`config.mk`:
```
export PLATFORM = sky130hd
export DESIGN_NAME = counter4bit
export DESIGN_NICKNAME = d
export VERILOG_FILES = /design/src/rtl/counter4bit.sv
export SDC_FILE = /design/constraint.sdc
export NUM_CORES = 1
export LEC_CHECK = 0
export CAP_MARGIN = 20
export CORE_AREA = 2 2 39 41
export CTS_CLUSTER_DIAMETER = 120
export DETAILED_ROUTE_END_ITERATION = 7
export DIE_AREA = 0 0 41 43
export PLACE_DENSITY = 0.47
export REMOVE_ABC_BUFFERS = 1
export SETUP_SLACK_MARGIN = 0.2
export SKIP_LAST_GASP = 1
export SLEW_MARGIN = 0
export SYNTH_ARGS = -nofsm -noshare
export SYNTH_HDL_FRONTEND = slang
export SYNTH_SLANG_ARGS = --single-unit
```
`constraint.sdc`:
```
create_clock -name clk -period 2.15 [get_ports clk]
set_clock_uncertainty 0.2 [all_clocks]
set_input_delay 0.3225 -clock clk [delete_from_list [all_inputs] [get_ports clk]]
set_output_delay 0.3225 -clock clk [all_outputs]
set_load 0.005 [all_outputs]
```
`src/rtl/counter4bit.sv`:
```
// Up/down counter: synchronous active-high reset, count enable and direction select.
// The count output comes straight from the state register.
module counter4bit #(
    parameter int unsigned WIDTH = 4
) (
    input  logic             clk,
    input  logic             reset,
    input  logic             enable,
    input  logic             count_dir,
    output logic [WIDTH-1:0] count
);

    logic [WIDTH-1:0] count_q;
    logic [WIDTH-1:0] count_d;

    // Next value: hold unless enabled; modular +/-1 wraps naturally at the width
    always_comb begin
        count_d = count_q;
        if (enable) begin
            count_d = count_dir ? (count_q + WIDTH'(1)) : (count_q - WIDTH'(1));
        end
    end

    always_ff @(posedge clk) begin
        if (reset) begin
            count_q <= '0;
        end else begin
            count_q <= count_d;
        end
    end

    assign count = count_q;

endmodule

```
==> Word-level counts from Yosys, hierarchy flattened <==
Index checks and enable logic that the tools add are counted.
{ "classes": {"n_addsub": 2, "n_mux": 1} }
{ "ops": {"columns": ["operator", "count"], "rows": [
  ["4-bit by 1-bit adder with 4-bit output (second input constant)", 1],
  ["4-bit 2-to-1 mux", 1],
  ["4-bit by 1-bit subtractor with 4-bit output (second input constant)", 1]
]} }
{ "word_totals": {"regBits": 4, "output_inout_bits": 4} }

==> Longest topological paths before layout <==
Gate-level depths: netlist of run 1.
{ "depth": {"ltp_word": 2, "mapped_depth": 6, "mapped_depth_nobuf": 6} }

==> Worst setup path after synthesis of run 1 <==
No wires, ideal clock.
{ "synth_path": {"path_type": "in2reg", "from": "in count_dir", "to": "reg count_q[3] (netlist: count[3])", "arrival_ps": 1503, "path_slack_ps": 324, "path_stages": 6, "path_buffers": 0, "path_cell_list": "inv_1 ha_1 a21o_1 a21oi_2 mux2i_1 mux2_1"} }
{ "synth_between": {"elab_chain_cells": 1} }
{ "synth_rtl": {"columns": ["element", "line_no", "rtl"], "rows": [
  ["from (decl)", "9", "input logic count_dir,"],
  ["4-bit 2-to-1 mux", "20", "count_d = count_dir ? (count_q + WIDTH'(1)) : (count_q - WIDTH'(1));"],
  ["to (signal assigned)", "28", "count_q <= count_d;"],
  ["to (decl)", "13", "logic [WIDTH-1:0] count_q;"]
]} }
Every way passes these cells.
A chain may end at the register's enable or synchronous reset.

==> Worst setup path after layout of run 1 <==
{ "layout_path": {"from": "reg count_q[1] (netlist: count[1])", "to": "reg count_q[3] (netlist: count[3])"} }
{ "layout_between": {"elab_chain_cells": 2} }
{ "layout_rtl": {"columns": ["element", "line_no"], "rows": [
  ["4-bit by 1-bit subtractor with 4-bit output / 4-bit by 1-bit adder with 4-bit output (equally long branches)", "20"],
  ["4-bit 2-to-1 mux *", "20"]
]} }
Mark *: on every way between the ends. The rest lies on a longest branch, timed or not.

==> results of run 1 <==
[kinds of logic after synthesis]
kind of cell	after synthesis	synth area share, %
AOI/OAI and AO/OA	3	10.2
xor gates and xnor gates	2	7.49
adders and majority gates	3	19.2
buffers and inverters	2	3.21
DFF	4	34.2
muxes	3	13.4
and+or+nand+nor	7	12.3
[per-layer routing]
layer	routed length (um)	vias to the layer above
met1	241	90
met2	272	7
li1	-	103
met4	0	0
met5	0	-
met3	37	0
[power by group]
group	leakage (nW)	internal, mW	switching (mW)
Sequential	0.0332	0.0841	0.0108
Combinational	0.123	0.0513	0.0292
Clock	0.0138	0.0624	0.0304
[cell type report]
class | count | area, um^2 | area share (%)
well taps | 16 | 20.0 | 5.32
clock buffers | 3 | 22.5 | 5.98
flip-flops and latches | 4 | 80.1 | 21.3
multi-input cells | 18 | 159 | 42.2
inverters | 1 | 3.75 | 0.997
repair buffers | 10 | 91.3 | 24.3
[placed cells by master (no fill, tap or decap)]
cell             count
nand2_1              2
buf_4                3
a211oi_1             1
mux2i_1              2
ha_1                 1
clkbuf_4             3
xnor2_1              2
a21oi_2              1
dfxtp_1              4
ha_4                 1
nor2b_1              1
nor2_1               4
mux2_1               1
clkdlybuf4s50_1      6
a21o_1               1
fa_1                 1
dlygate4sd2_1        1
inv_1                1
[stage by stage]
step	instance area (um^2)	TNS [ns]
finish	377	0
global route	377	0
CTS	377	0
detailed placement	343	-0.279
global placement	343	-0.262
floorplan	230	0
[worst max-delay path by stage]
stage | cells past startpoint | endpoint | slack (ns) | from
final | 5 | count[3]$_SDFFE_PP0P_ | 0.35 | count[1]$_SDFFE_PP0P_
after global routing | 5 | count[3]$_SDFFE_PP0P_ | 0.24 | count[1]$_SDFFE_PP0P_
after detailed placement | 7 | count[3]$_SDFFE_PP0P_ | -0.23 | count_dir
after CTS | 5 | count[3]$_SDFFE_PP0P_ | 0.32 | count[1]$_SDFFE_PP0P_
after floorplan | 6 | count[3]$_SDFFE_PP0P_ | 0.32 | count_dir
after global placement | 7 | count[3]$_SDFFE_PP0P_ | -0.22 | count_dir
[what timing repair did]
action                                  4_1_cts  5_1_grt
endpoints found under the hold margin         0        0
resized for setup                             2        0
endpoints found under the setup margin        2        0
buffers inserted                              0        0
[worst min-delay path, stage by stage (launching register included)]
cell and delay [ns]:
dfxtp_1 0.35, nor2_1 0.10, a211oi_1 0.05
==> qor.txt, run 1 <==
Status = complete, no violations
Synth top cells by count = dfxtp_1, nor2_1
Min-delay src = count[2]$_SDFFE_PP0P_
Initial antenna violation count = 0
Fillcell total = 156
Slew Viols, Final = 0
CTS clk-pin slew, worst paths = 0.04 ns
Finished Layout Cells = 52
Max incr delay on CP = 0.34 ns
Distinct cells, synth = 14
Placed Cells = 49
H-tree depth = 1
WP data arrival = 1.72 ns
Synth area leaders = dfxtp_1, ha_1, fa_1
GRT overflow = 0
Clock Latency Late Sink = 0.23 ns
Initial DRC Count = 0
Kind of critical path = reg -> reg
Initial cell density of the core = 16.9%
Min Hold Slack = 0.353 ns
Largest net degree at the start of global routing = 7
Post-Synthesis Cells = 24
Mapped Area = 234 um^2
R2r worst-path depth = 5
Final Hold Viols = 0
Setup crit end kind = register
Slowest CP cell = dfxtp_1
Clock Sinks = 4
Worst min-delay path class = reg -> reg
Endpoints failing setup = 0
Vias in the first global route = 222
Post-synth top flop = dfxtp_1
Reg-to-reg endpoint = count[3]$_SDFFE_PP0P_
Met3 usage = 1.57%
Peak supply drop = 0.223 mV
Die height = 43 um
Final period utilization = 83.9%
Final Power = 0.268 mW
Hold buffer count at CTS = 0
YS warnings = 0
CP top delay family = multiplexers
Worst setup margin = 0.345 ns
Flops & latches, synth = 4
Die ar. = 1760 um^2
Hold endpoint = count[2]$_SDFFE_PP0P_
Pre-CTS WS = -0.230 ns
Met2 Usage GRT = 10.9%
Port Buffer Count = 7
Tightest Pin Transition = 0.276 ns
Nature of the critical path startpoint = register
Clock root cell = clkbuf_4
DIE WIDTH = 41 um
First-pass GRT wire length = 848 um
Pre-antenna DRT Iters = 1
Hold depth = 2
DP Wirelength = 390 um
Final wirelength = 551 um
Max_cap viols = 0
Vias post-DR = 200
Layout cell share with drive strength beyond 1 = 22.2%
GRT busiest layer = met2
CTS Buf Count = 3
Met1 Use GR = 8.09%
Leading area contributor after synthesis = dfxtp_1
R2R Setup Slk = 0.35 ns
Slew margin rel. = 81.5%
Leakage = 0.170 nW
CTS tree = built
Cell Chain, Critical Path = ha_1, a21o_1, a21oi_2, mux2i_1, mux2_1
EDFF count, synth = 0
Final ANT Viol Nets = 0
Synth top area share = 34.2%
Per-cell routed wire length = 10.6 um
RD Place Congestion = 0.607
Core ar. = 1380 um^2
Vias per cell = 3.85
Reg-to-reg startpoint = count[1]$_SDFFE_PP0P_
Max reg flops = 4
Maximum clock frequency = 554 MHz
Worst endpoint required time = 2.07 ns
Util after Layout = 27.2%
Top Ports = 8
# diodes = 0
CP Max Fanout = 4
Post-Syn Area per Cell = 9.75 um^2
Total GRT Usage = 7.55%
Min Tclk post-route = 1.80 ns
Async SR Flop Fraction = 0%
Cell Pwr Density = 712 nW/um^2
Area grow syn2layout = 61.0%
RSZ-0062 raised after global routing = false
Residual DRC = 0
Clock buffer depth = 2
Register area share after synthesis = 34.2%
Post-layout nets = 45
Worst path buffer plus inverter count = 0
Row Count = 14
Power figures use the tool's default switching activity.
==> run 2, diff against run 1 <==
Settings changed: PLACE_DENSITY 0.47 to 0.48.
Clock period 2.15 ns to 1.58 ns, I/O delays scaled along.
==> qor.txt, run 2 (synthesis results as in run 1) <==
Status = finished, violations left
Violated checks = setup timing
Largest net degree at the start of global routing = 6 (-1)
Setup crit end kind = register
Commonest non-fill, non-tap cell in the layout = buf_4
Cell Pwr Density = 910 nW/um^2 (+28%)
Maximum clock frequency = 588 MHz (+6.2%)
Row Count = 14 (unchanged)
Worst path buffer plus inverter count = 0 (unchanged)
Slew Viols, Final = 0 (unchanged)
Nature of the critical path startpoint = register
Max incr delay on CP = 0.34 ns (about the same)
CTS Buf Count = 3 (unchanged)
Core ar. = 1380 um^2 (unchanged)
Kind of critical path = reg -> reg
Most frequent cells in the layout = buf_4, nor2_1, clkbuf_4, dfxtp_2, clkdlybuf4s50_1
Post-Route Setup TNS = -0.120 ns (-0.120 ns)
Min Tclk post-route = 1.70 ns (-0.105 ns)
Slew margin rel. = 89.3% (+7.7 points)
Vias per cell = 3.98 (+3.5%)
First-pass GRT wire length = 897 um (+5.8%)
CTS clk-pin slew, worst paths = 0.04 ns (about the same)
Leakage = 0.193 nW (+14%)
Area grow syn2layout = 79.1%
Max_cap viols = 0 (unchanged)
Tightest Pin Transition = 0.157 ns (-0.119 ns)
Slowest CP cell = dfxtp_2
Peak supply drop = 0.368 mV (+65%)
H-tree depth = 1 (unchanged)
Worst setup margin = -0.120 ns (-0.465 ns)
Clock Sinks = 4 (unchanged)
Clock root cell = clkbuf_4
GRT busiest layer = met2
CP top delay family = multiplexers
Final period utilization = 108% (+24 points)
CP Max Fanout = 2 (-2)
# diodes = 0 (unchanged)
Initial cell density of the core = 16.9% (unchanged)
Max reg flops = 4 (unchanged)
Final ANT Viol Nets = 0 (unchanged)
Die height = 43 um (unchanged)
GRT overflow = 0 (unchanged)
Post-layout nets = 49 (+8.9%)
Vias in the first global route = 223 (+0.45%)
Vias post-DR = 223 (+12%)
Worst endpoint required time = 1.49 ns (-0.58 ns)
Worst min-delay path class = in -> reg
DP Wirelength = 402 um (+2.9%)
Initial antenna violation count = 0 (unchanged)
Final wirelength = 521 um (-5.4%)
DP Area = 365 um^2 (+6.6%)
Layout cell share with drive strength beyond 1 = 50.0% (+28 points)
RSZ-0062 raised after global routing = true
Cell Chain, Critical Path = ha_4, a21o_1, a21oi_2, mux2i_1, mux2_1
R2r worst-path depth = 5 (unchanged)
Hold buffer count at CTS = 0 (unchanged)
CP Depth = 5 (unchanged)
Per-cell routed wire length = 9.30 um (-12%)
RD Place Congestion = 0.635 (+4.7%)
Clock Latency Late Sink = 0.23 ns (about the same)
Die ar. = 1760 um^2 (unchanged)
Clock buffer depth = 2 (unchanged)
DIE WIDTH = 41 um (unchanged)
Pre-CTS WS = -0.719 ns (-0.489 ns)
WP data arrival = 1.61 ns (-0.11 ns)
Total GRT Usage = 7.94% (+0.39 points)
Min Hold Slack = 0.255 ns (-0.0980 ns)
Port Buffer Count = 7 (unchanged)
Final Hold Viols = 0 (unchanged)
Finished Cell Area = 419 um^2 (+11%)
Initial DRC Count = 3 (+3)
Met2 Usage GRT = 10.3% (-0.63 points)
Hold depth = 4 (+2)
Top Ports = 8 (unchanged)
Endpoints failing setup = 1 (+1)
Pre-antenna DRT Iters = 4 (+3)
Met1 Use GR = 10.0% (+1.9 points)
CTS tree = built
Residual DRC = 0 (unchanged)
Met3 usage = 6.28% (+4.7 points)
[run 2: cell count changes in the layout (fill, tap and decap cells not counted), moves of 2 or more]
cell	delta
dfxtp_1	-3
clkbuf_2	+2
buf_4	+3
clkdlybuf4s50_1	-3
dfxtp_2	+3
[run 2: layout make-up]
| type | instances | area, um^2 |
|---|---|---|
| Fill cell | 142 | 965 |
| Multi-Input combinational cell | 18 | 174 |
| Timing Repair Buffer | 14 | 115 |
| Sequential cell | 4 | 83.8 |
| Clock buffer | 3 | 22.5 |
| Tap cell | 16 | 20.0 |
| Inverter | 1 | 3.75 |
[run 2: timing repair]
action / CTS / global route
gates resized for setup: 14 / 3
pin swaps: 3 / 3
setup endpoints to repair: 7 / 5
gates cloned: 0 / 0
setup buffers: 0 / 1
[run 2: layer usage]
layer	part of all wire [%]	up-vias
li1	-	113
met1	50	102
met2	41	8
met3	8.1	0
met4	0	0
met5	0	-
[run 2: per-stage QoR]
step,utilization [%],power (mW),cells
2_1_floorplan,-,0.180,23
3_3_place_gp,26.4,0.245,52
3_5_place_dp,26.4,0.246,52
4_1_cts,30.2,0.382,55
5_1_grt,30.3,0.415,56
6_report,30.3,0.381,56
[run 2: worst paths after layout]
check	from	end	slack, ns
worst max-delay path	count[1]$_SDFFE_PP0P_	count[3]$_SDFFE_PP0P_	-0.12
worst min-delay path	count_dir	count[3]$_SDFFE_PP0P_	0.26
worst max register to register	count[1]$_SDFFE_PP0P_	count[3]$_SDFFE_PP0P_	-0.12
worst min register to register	count[3]$_SDFFE_PP0P_	count[3]$_SDFFE_PP0P_	0.35
[run 2: worst min-delay path: stages]
cell	delay, ns
clkbuf_2	0.10
nand2_1	0.06
mux2i_1	0.07
mux2_1	0.19
[run 2: report_power, final]
group | internal [mW] | leakage (nW) | switching (mW)
Combinational | 0.0798 | 0.145 | 0.0468
Sequential | 0.117 | 0.0341 | 0.0134
Clock | 0.0849 | 0.0138 | 0.0400
==> run 3, diff against run 2 <==
Settings changed: CTS_BUF_LIST set to sky130_fd_sc_hd__clkbuf_4 sky130_fd_sc_hd__clkbuf_8, REMOVE_ABC_BUFFERS 1 to not set, SLEW_MARGIN 0 to 10.
==> qor.txt, run 3 (synthesis results as in run 1) <==
Status = finished, violations left
Violated checks = setup timing
Port Buffer Count = 7 (unchanged)
Met1 Use GR = 8.06% (-1.9 points)
Met3 usage = 1.57% (-4.7 points)
DIE WIDTH = 41 um (unchanged)
Setup crit end kind = register
Final ANT Viol Nets = 0 (unchanged)
Sw frac = 26.1% (-0.22 points)
Min Tclk post-route = 1.68 ns (-0.0168 ns)
Slew Viols, Final = 0 (unchanged)
First-pass GRT wire length = 841 um (-6.2%)
Worst endpoint required time = 1.50 ns (about the same)
Worst setup margin = -0.103 ns (+0.0168 ns)
Reg-to-reg endpoint = count[3]$_SDFFE_PP0P_
# diodes = 0 (unchanged)
Initial cell density of the core = 16.9% (unchanged)
Combinational power share = 33.0% (-0.2 points)
Hold depth = 4 (unchanged)
Maximum clock frequency = 594 MHz (+1.0%)
Final period utilization = 107% (-1.1 points)
GRT overflow = 0 (unchanged)
Total GRT Usage = 7.44% (-0.50 points)
Initial antenna violation count = 0 (unchanged)
Die height = 43 um (unchanged)
Peak supply drop = 0.476 mV (+29%)
Vias post-DR = 220 (-1.3%)
Cell Pwr Density = 908 nW/um^2 (-0.26%)
Met2 Usage GRT = 10.6% (+0.31 points)
DP Area = 374 um^2 (+2.4%)
CTS Buf Count = 3 (unchanged)
WP data arrival = 1.60 ns (about the same)
Min-delay src = count_dir
GRT busiest layer = met2
Post-Route Setup TNS = -0.103 ns (+0.0168 ns)
Layout cell share with drive strength beyond 1 = 46.3% (-3.7 points)
Slew margin rel. = 88.9% (-0.35 points)
CP Max Fanout = 2 (unchanged)
Finished Layout Cells = 57 (+1.8%)
Max reg flops = 4 (unchanged)
Register share of total power = 33.3% (-0.8 points)
Row Count = 14 (unchanged)
Tightest Pin Transition = 0.162 ns (+0.00507 ns)
Die ar. = 1760 um^2 (unchanged)
DP Wirelength = 405 um (+0.72%)
Vias in the first global route = 223 (unchanged)
CTS tree = built
Switching pwr = 0.0982 mW (-2.0%)
H-tree depth = 1 (unchanged)
Syn_nets = 31
CTS clk-pin slew, worst paths = 0.04 ns (about the same)
Core ar. = 1380 um^2 (unchanged)
Clock root cell = clkbuf_4
Residual DRC = 0 (unchanged)
RD Place Congestion = 0.756 (+19%)
Worst min-delay path class = in -> reg
Per-cell routed wire length = 9.28 um (-0.25%)
Reg-to-reg startpoint = count[1]$_SDFFE_PP0P_
R2R Setup Slk = -0.10 ns (+0.02 ns)
Initial DRC Count = 0 (-3)
RSZ-0062 raised after global routing = true
Hold endpoint = count[3]$_SDFFE_PP0P_
Clock network power share = 33.6% (+0.9 points)
Final Power = 0.377 mW (-1.2%)
Max_cap viols = 0 (unchanged)
Reg area = 83.8 um^2 (unchanged)
Vias per cell = 3.86 (-3.1%)
Fillcell total = 152 (+7.0%)
Pint = 0.279 mW (-0.85%)
Pre-CTS WS = -0.703 ns (+0.0156 ns)
Placed Cells = 53 (+1.9%)
Largest net degree at the start of global routing = 6 (unchanged)
Clock Latency Late Sink = 0.23 ns (about the same)
Nature of the critical path startpoint = register
Most frequent cells in the layout = buf_4, nor2_1, clkbuf_4, dfxtp_2, clkdlybuf4s15_1
Kind of critical path = reg -> reg
Endpoints failing setup = 1 (unchanged)
Commonest non-fill, non-tap cell in the layout = buf_4
Final Hold Viols = 0 (unchanged)
R2r worst-path depth = 5 (unchanged)
Multi-input gate area = 161 um^2 (-7.2%)
Pre-antenna DRT Iters = 1 (-3)
Leakage = 0.199 nW (+3.1%)
Clock buffer depth = 2 (unchanged)
Post-layout nets = 50 (+2.0%)
Finished Cell Area = 415 um^2 (-0.90%)
Clock Sinks = 4 (unchanged)
Final wirelength = 529 um (+1.5%)
Top Ports = 8 (unchanged)
Area grow syn2layout = 77.5%
## run 3: cell count changes in the layout (fill, tap and decap cells not counted)
cell	before	now
clkdlybuf4s50_1	3	2
clkbuf_2	2	1
ha_1	0	1
clkdlybuf4s15_1	1	3
ha_4	2	1
buf_4	6	8
buf_6	1	0
## run 3: worst max-delay path by stage
stage                          startpoint  slack, ns  cells past startpoint                     to
floorplan           count[1]$_SDFFE_PP0P_      -0.13                      5  count[3]$_SDFFE_PP0P_
global placement                count_dir      -0.66                      7  count[3]$_SDFFE_PP0P_
detailed placement              count_dir      -0.70                      7  count[3]$_SDFFE_PP0P_
CTS                 count[1]$_SDFFE_PP0P_      -0.17                      5  count[3]$_SDFFE_PP0P_
global route        count[1]$_SDFFE_PP0P_      -0.20                      5  count[3]$_SDFFE_PP0P_
finish              count[1]$_SDFFE_PP0P_      -0.10                      5  count[3]$_SDFFE_PP0P_
## run 3: power by group through the flow
| stage | Sequential [mW] | Clock (mW) | Combinational (mW) |
|---|---|---|---|
| floorplan | 0.129 | 0 | 0.0539 |
| global placement | 0.124 | 0 | 0.124 |
| detailed placement | 0.125 | 0 | 0.126 |
| CTS | 0.126 | 0.134 | 0.128 |
| global route | 0.126 | 0.137 | 0.139 |
| finish | 0.126 | 0.127 | 0.125 |
## run 3: what timing repair did
item | 4_1_cts | 5_1_grt
gates resized for setup | 12 | 3
endpoints found under the setup margin | 7 | 5
hold buffers | 0 | 0
setup buffers | 1 | 0
pin swaps | 4 | 2
## run 3: final cells by class
cell class | count | share of cell area (%)
well taps | 16 | 4.82
clock buffers | 3 | 5.42
repair buffers | 15 | 29.8
inverters | 1 | 0.904
multi-input cells | 18 | 38.9
flip-flops and latches | 4 | 20.2
## run 3: critical path, cell delays in order (launching register included)
cell,delay [ns]
dfxtp_2,0.34
ha_4,0.19
a21o_1,0.16
a21oi_2,0.13
mux2i_1,0.22
mux2_1,0.33
## run 3: layer usage
metal	vias up	share of wire [%]
met2	5	56
met5	-	0
li1	113	-
met1	102	38
met3	0	5.9
met4	0	0
## run 3: per-stage QoR
stage,utilization (%),hold slack (ns)
floorplan,-,0.102
global placement,27.0,0.335
detailed placement,27.0,0.360
CTS,30.2,0.371
global route,30.0,0.295
finish,30.0,0.254
